--- config.mk ---
export PLATFORM = sky130hd
export DESIGN_NAME = mult8_seq
export DESIGN_NICKNAME = d
export VERILOG_FILES = /design/src/rtl/mult_pkg.sv /design/src/rtl/multiplier.sv /design/src/rtl/mult8_seq.sv
export SDC_FILE = /design/constraint.sdc
export NUM_CORES = 1
export LEC_CHECK = 0
export ABC_AREA = 1
export CAP_MARGIN = 20
export CORE_MARGIN = 5
export CORE_UTILIZATION = 45
export DETAILED_ROUTE_END_ITERATION = 12
export PLACE_DENSITY = 0.76
export SLEW_MARGIN = 20
export SYNTH_ARGS = -nofsm -noshare
export SYNTH_HDL_FRONTEND = slang
export SYNTH_SLANG_ARGS = --single-unit
--- constraint.sdc ---
create_clock -name clk -period 11.65 [get_ports clk]
set_input_delay 2.33 -clock clk [delete_from_list [all_inputs] [get_ports clk]]
set_output_delay 2.33 -clock clk [all_outputs]
set_load 0.1 [all_outputs]
--- src/rtl/mult_pkg.sv ---
// Shared types and helpers for the sequential 8x8 multiplier built on a 4x4 core.
package mult_pkg;

  typedef enum logic [1:0] {
    IDLE = 2'd0,
    MUL  = 2'd1,
    DONE = 2'd2
  } state_e;

  localparam int MULT_STEPS = 4;

  // Weight of each nibble partial product: lo*lo, lo*hi, hi*lo, hi*hi.
  function automatic logic [3:0] step_shift(input logic [1:0] step);
    case (step)
      2'd0:    step_shift = 4'd0;
      2'd1:    step_shift = 4'd4;
      2'd2:    step_shift = 4'd4;
      default: step_shift = 4'd8;
    endcase
  endfunction

endpackage

--- src/rtl/multiplier.sv ---
// Combinational 4x4 unsigned multiplier (shift-and-add of the B bits).
module multiplier (
  input  logic [3:0] A,
  input  logic [3:0] B,
  output logic [7:0] Sum
);

  always_comb begin
    Sum = '0;
    for (int i = 0; i < 4; i++) begin
      if (B[i]) Sum = Sum + ({4'b0, A} << i);
    end
  end

endmodule

--- src/rtl/mult8_seq.sv ---
// Sequential 8x8 multiplier: one shared 4x4 multiplier, four accumulate steps,
// valid/ready handshakes on operand and result sides.
module mult8_seq
  import mult_pkg::*;
(
  input  logic        clk,
  input  logic        rst_n,
  input  logic        in_valid,
  output logic        in_ready,
  input  logic [7:0]  a,
  input  logic [7:0]  b,
  output logic        out_valid,
  input  logic        out_ready,
  output logic [15:0] product,
  output logic        busy
);

  localparam logic [1:0] STEP_LAST = 2'(MULT_STEPS - 1);

  state_e      state_q, state_d;
  logic [1:0]  step_q, step_d;
  logic [7:0]  a_q, a_d, b_q, b_d;
  logic [15:0] acc_q, acc_d;
  logic [3:0]  mul_a, mul_b;
  logic [7:0]  pp;

  // step[1] picks the a nibble, step[0] the b nibble.
  assign mul_a = step_q[1] ? a_q[7:4] : a_q[3:0];
  assign mul_b = step_q[0] ? b_q[7:4] : b_q[3:0];

  multiplier u_mul (
    .A   (mul_a),
    .B   (mul_b),
    .Sum (pp)
  );

  always_ff @(posedge clk or negedge rst_n) begin
    if (!rst_n) state_q <= IDLE;
    else        state_q <= state_d;
  end

  always_comb begin
    state_d = state_q;
    case (state_q)
      IDLE:    if (in_valid)            state_d = MUL;
      MUL:     if (step_q == STEP_LAST) state_d = DONE;
      DONE:    if (out_ready)           state_d = IDLE;
      default:                          state_d = IDLE;
    endcase
  end

  always_comb begin
    in_ready  = (state_q == IDLE);
    out_valid = (state_q == DONE);
    busy      = (state_q != IDLE);
  end

  always_comb begin
    a_d    = a_q;
    b_d    = b_q;
    acc_d  = acc_q;
    step_d = step_q;
    case (state_q)
      IDLE: begin
        if (in_valid) begin
          a_d    = a;
          b_d    = b;
          acc_d  = '0;
          step_d = '0;
        end
      end
      MUL: begin
        acc_d  = acc_q + ({8'b0, pp} << step_shift(step_q));
        step_d = step_q + 2'd1;
      end
      default: ;
    endcase
  end

  always_ff @(posedge clk or negedge rst_n) begin
    if (!rst_n) begin
      step_q <= '0;
      a_q    <= '0;
      b_q    <= '0;
      acc_q  <= '0;
    end else begin
      step_q <= step_d;
      a_q    <= a_d;
      b_q    <= b_d;
      acc_q  <= acc_d;
    end
  end

  assign product = acc_q;

endmodule

==> results.toml, run 1 <==
[floorplanning]
start_util_pct = 46.2
coreArea_um2 = 6350
rows = 29
dieArea_um2 = 8230
boundaryPins = 39
die_w_um = 90.7
fp.dieH_um = 90.7

[final_layout]
drive_above_1_share_pct = 12.6
antenna_cells = 0
multi_input_area_um2 = 1800
fin_nets = 485
nFillCells = 587
register_area_um2 = 901
area_delta_synth_final_pct = 19.4

[sta]
whs_ns = 0.510
clock_skew_ns = 0.00812
grt_setup_unrepaired = "no"
fin_tns_setup_ns = 0
layout_min_cycle_time_ns = 5.26
relSlewSlack_pct = 34.7
final-max-slew-violation-count = 0
finalHoldViolCount = 0
setup_ws_ns = 6.39
fin_crit_sh_pct = 45.2
setup_viol_count_final = 0
worst_slew_pin_slew_ns = 0.977
fmax_ghz = 0.190

[route]
routedWlPerCell_um = 13.4
vias_per_cell = 5.35
drt-total-wl_mm = 6.91
drt_iter0_drc = 166
drtPass1Iterations = 4
antenna_left = 0
drc = 0
vias = 2757

[flow_run]
drv_cap = 0

[synth]
synth_compound_gate_area_share_pct = 13.6
seq_area_frac_synth_pct = 30.7
syn_area_um2 = 2930
yosysWarnings = 0
synth_top_family_by_area = "simple AND/OR/NAND/NOR gates"
netlist_instances = 397
avgSynthCellArea_um2 = 7.39
synth-seq-cells = 36
post_synth_num_cell_types = 36
synthMuxAreaShare_pct = 4.22
synth_xor_area_share_pct = 2.09
synth_fa_ha_area_share_pct = 12.2
yosys.area_share.simple_pct = 29.3
syn_nets = 445

[grt]
overflow = 0
grt_util_all_layers_pct = 17.7
antenna_found_initial = 0
grt_pass1_wl_mm = 12.3
grt_start_max_net_pins = 37
grt_pass1_vias = 2737

[clock_network]
cts_hold_buf = 0
clkTransAtPathRegs_ns = 0.08
clock_latency_ns = 0.29
cts-root-buf = "clkbuf_8"
cts_tree = "built"
cts_resized = 0
cts_htree_levels = 2
clock_path_buffers = 2
clock-sinks = 36
cts-buffers-inserted = 5
cts_setup_buffers = 0

[worst_setup_path]
path_class = "flip-flop to flip-flop"
cp.arrival_ns = 5.45
cpMostUsedCell = "nand2_1"
slowest_delay_ns = 0.57
crit_path_end_kind = "flip-flop"
crit_fanout = 10
cpMaxStageDelayCell = "dfrtp_1"
cp-start-kind = "flip-flop"
worstPathRequired_ns = 11.84

[outcome]
status = "completed"

[placed_design]
portBuffers = 38
place_hpwl_mm = 5.31
gp_congestion = 0.967
pre_cts_slack_ns = 6.52

[hold_path]
hold_path_class = "flip-flop to flip-flop"
==> placed cells by master (no fill, tap or decap), types with 4 or more instances in the layout <==
| master | synthesis | layout |
|---|---|---|
| xnor2_1 | 4 | 4 |
| mux2_2 | 11 | 11 |
| nand2_2 | 19 | 19 |
| nand3_1 | 23 | 23 |
| o31ai_1 | 4 | 4 |
| nand3_2 | 5 | 5 |
| clkdlybuf4s50_1 | 0 | 38 |
| a21oi_1 | 23 | 23 |
| clkbuf_8 | 0 | 5 |
| nor2_1 | 31 | 31 |
| o22ai_1 | 6 | 6 |
| inv_1 | 51 | 51 |
| dfrtp_1 | 36 | 36 |
| nand2_4 | 4 | 4 |
| ha_1 | 27 | 27 |
| nand2_1 | 98 | 98 |
| o21ai_0 | 18 | 18 |
==> synth_stat cells <==
cell	instances	share of area, %
nand2_1	98	13
inv_1	51	6.5
dfrtp_1	36	31
nor2_1	31	4.0
ha_1	27	12
a21oi_1	23	3.9
nand3_1	23	3.9
nand2_2	19	4.1
o21ai_0	18	3.1
mux2_2	11	4.2
o22ai_1	6	1.3
nand3_2	5	1.7
nand2_4	4	1.5
o31ai_1	4	1.0
xnor2_1	4	1.2
a22o_1	3	0.90
a32o_1	3	1.0
clkbuf_1	3	0.38
inv_2	3	0.38
xor2_1	3	0.90
a31oi_1	2	0.43
buf_2	2	0.34
nor3_1	2	0.34
o21ai_1	2	0.34
o221ai_1	2	0.60
or2_2	2	0.43
buf_1	1	0.13
clkinv_1	1	0.13
fa_1	1	0.68
nand4_1	1	0.21
nor2_2	1	0.21
nor4_1	1	0.21
o2111ai_1	1	0.30
o211ai_2	1	0.43
o21bai_1	1	0.26
or2_1	1	0.21
==> critical path: cells and delay by family (launching register included) <==
kind | cells | cell delay (ns)
simple gates | 21 | 1.64
fa+ha+maj | 6 | 1.45
compound gates | 6 | 1.22
flops | 1 | 0.57
buf+inv | 4 | 0.29
==> area by class of cell <==
class                           count  share of cell area, %
Sequential cell                    36                   25.7
Clock buffer                        5                   1.96
Tap cell                           77                   2.75
Multi-Input combinational cell    300                   51.4
Timing Repair Buffer               39                   11.1
Inverter                           55                   5.89
Clock inverter                      3                   1.21
==> registers in the layout, summed over array words and instances, names as in the netlist <==
name,count
product,16
state_q,2
a_q,8
b_q,8
step_q,2
==> logic make-up (layout without fill, tap and decap cells) <==
| kind of cell | count (synthesis) | count (layout) |
|---|---|---|
| adder cells (fa/ha/maj) | 28 | 28 |
| AND/OR/NAND/NOR | 188 | 188 |
| flip-flops | 36 | 36 |
| XOR/XNOR | 7 | 7 |
| AO/OA/AOI/OAI | 66 | 66 |
| multiplexers | 11 | 11 |
| buffers and inverters | 61 | 102 |
==> per-stage QoR <==
step                instance area, µm²  util [%]  cells
floorplan                         2930         -    397
CTS                               3500      55.2    515
global placement                  3390      53.4    507
global route                      3500      55.2    515
detailed placement                3390      53.4    507
finish                            3500      55.2    515
==> metal layers <==
metal / vias to the layer above / GRT usage (%) / wire length (µm)
met5: - / 0 / 0
met4: 0 / 5.46 / 143
met3: 14 / 2.83 / 187
met2: 52 / 30.8 / 3300
met1: 1294 / 22.4 / 3280
li1: 1397 / - / -
==> final timing paths <==
check,start,to,slack [ns],cells after the start
hold / removal,a_q[7],a_q[7],0.51,1
hold reg to reg,a_q[7],a_q[7],0.51,1
max in group asynchronous,rst_n,product[2],8.87,2
min in group asynchronous,rst_n,product[5],2.45,2
setup / recovery,step_q[0],product[15],6.39,37
setup reg to reg,step_q[0],product[15],6.39,37
Power of run 1 is left out: the tool's default activity adds up to more than one toggle a clock period on the data nets, which glitch-free logic cannot reach.
==> run 2: changes to the inputs <==
- PLACE_DENSITY: 0.76 -> 0.79
- clock period: 11.65 -> 4.7 ns (I/O delays scaled with it)
==> run 2 against run 1 <==
Against the previous run:
- the run now ends with negative setup slack left
- worst hold slack got worse by 0.00077 ns
- global-route usage increased by 3.4 points
- clock skew increased by 0.0043 ns
- critical path depth increased by 1
- register-to-register slack got worse by 6.6 ns
- die area unchanged
- final cell count increased by 12%
- setup slack got worse by 6.6 ns
- non-clock buffer count increased by 60
- wire length increased by 45%
- highest routed layer unchanged
==> results.toml, run 2 (same netlist as run 1, synthesis figures left out) <==
[sta]
finalHoldViolCount = 0
fmax_ghz = 0.203
relSlewSlack_pct = 33.0
clock_skew_ns = 0.0124
final-max-slew-violation-count = 0
fin_crit_sh_pct = 105
grt_setup_unrepaired = "yes"
setup_ws_ns = -0.238
worst_slew_pin_slew_ns = 1.00
whs_ns = 0.510
layout_min_cycle_time_ns = 4.94
setup_viol_count_final = 6

[final_layout]
finalNonFillerCells = 575
fin_util_pct = 69.5
area_delta_synth_final_pct = 50.5
antenna_cells = 0
fin_nets = 545
final_cell_mix = "nand2_1 (79), buf_4 (59), clkdlybuf4s50_1 (38), dfrtp_1 (35), inv_1 (33)"
drive_above_1_share_pct = 39.2
layout_commonest_cell = "nand2_1"
largest_register_ffs = 16

[route]
wl_met1_mm = 3.76
routedWlPerCell_um = 17.4
antenna_left = 0
route.met2.wl_mm = 5.07
drt_iter0_drc = 248
drtPass1Iterations = 5
vias = 3282
drc = 0
vias_per_cell = 5.71
wl_met3_um = 641
drt-total-wl_mm = 10.0
highest_layer = "met4"

[floorplanning]
dieArea_um2 = 8230
boundaryPins = 39
coreArea_um2 = 6350
fp.dieH_um = 90.7
rows = 29
start_util_pct = 46.2
die_w_um = 90.7

[grt]
antenna_found_initial = 0
overflow = 0
grt_pass1_vias = 3125
grt_start_max_net_pins = 37
grt_pass1_wl_mm = 14.5
grt_util_all_layers_pct = 21.2

[worst_setup_path]
cpMaxStageDelayCell = "dfrtp_2"
cp.arrival_ns = 5.16
crit_buf_inv = 9
slowest_delay_ns = 0.46
cp_top_family = "simple AND/OR/NAND/NOR gates"
crit_path_end_kind = "flip-flop"
worstPathRequired_ns = 4.92
path_class = "flip-flop to flip-flop"
crit_fanout = 5
cp-start-kind = "flip-flop"

[clock_network]
clock-sinks = 36
clock_latency_ns = 0.31
clock_path_buffers = 2
clkTransAtPathRegs_ns = 0.07
cts_tree = "built"
cts_htree_levels = 2
cts-root-buf = "clkbuf_8"
cts_hold_buf = 0
cts-buffers-inserted = 5

[hold_path]
hold_path_class = "flip-flop to flip-flop"

[outcome]
status = "complete, but fails checks"
violations = "negative setup slack"

[placed_design]
portBuffers = 38
pre_cts_slack_ns = -0.271
place_hpwl_mm = 5.83
dpl.cell_count = 545
gp_congestion = 0.893

[flow_run]
drv_cap = 0
## run 2: cell count changes in the layout (fill, tap and decap cells not counted), moves of 7 or more
cell | before | now
a21oi_1 | 23 | 16
ha_1 | 27 | 13
ha_4 | 0 | 12
inv_1 | 51 | 33
nand2_1 | 98 | 79
inv_2 | 3 | 17
nand2_2 | 19 | 31
nand2_4 | 4 | 11
buf_4 | 1 | 59
## run 2: timing repair
| action | 4_1_cts | 5_1_grt |
|---|---|---|
| endpoints found under the setup margin | 8 | 10 |
| gates resized for setup | 35 | 79 |
| buffers inserted | 18 | 4 |
| pin swaps | 30 | 46 |
## run 2: final cells by class
type / instances / area, µm²
Multi-Input combinational cell: 300 / 2250
Fill cell: 406 / 1930
Sequential cell: 36 / 902
Timing Repair Buffer: 99 / 855
Inverter: 55 / 216
Tap cell: 77 / 96.3
Clock buffer: 7 / 86.3
Clock inverter: 1 / 7.51
## run 2: layer usage
layer  vias to the layer above  track usage, %
met2                       177            37.7
met1                      1548            24.8
met3                        52            2.83
li1                       1505               -
met4                         0            9.93
met5                         -               0
## run 2: path summary, 6_finish.rpt
kind                       cells after the start      start  slack (ns)          end
max                                           38  step_q[1]       -0.24  product[14]
min                                            1     a_q[7]        0.51       a_q[7]
max reg2reg                                   38  step_q[1]       -0.24  product[14]
min reg2reg                                    1     a_q[7]        0.51       a_q[7]
max in group asynchronous                      2      rst_n        3.28    step_q[1]
min in group asynchronous                      2      rst_n        1.06   product[1]
## run 2: metrics by stage
step           area, µm²  TNS, ns
2_1_floorplan       2930        0
3_3_place_gp        3680   -0.128
3_5_place_dp        3680   -0.881
4_1_cts             4050  -0.0761
5_1_grt             4420    -2.67
6_report            4420   -0.885
## run 2: worst register-to-register path, delay by kind of cell (launching register included)
| family | cells | cell delay, ns |
|---|---|---|
| AO/OA/AOI/OAI | 6 | 0.82 |
| XOR/XNOR | 1 | 0.14 |
| adder cells (fa/ha/maj) | 5 | 1.33 |
| buffers and inverters | 9 | 0.65 |
| flip-flops | 1 | 0.46 |
| AND/OR/NAND/NOR | 17 | 1.47 |
Power of run 2 is left out for the same reason.
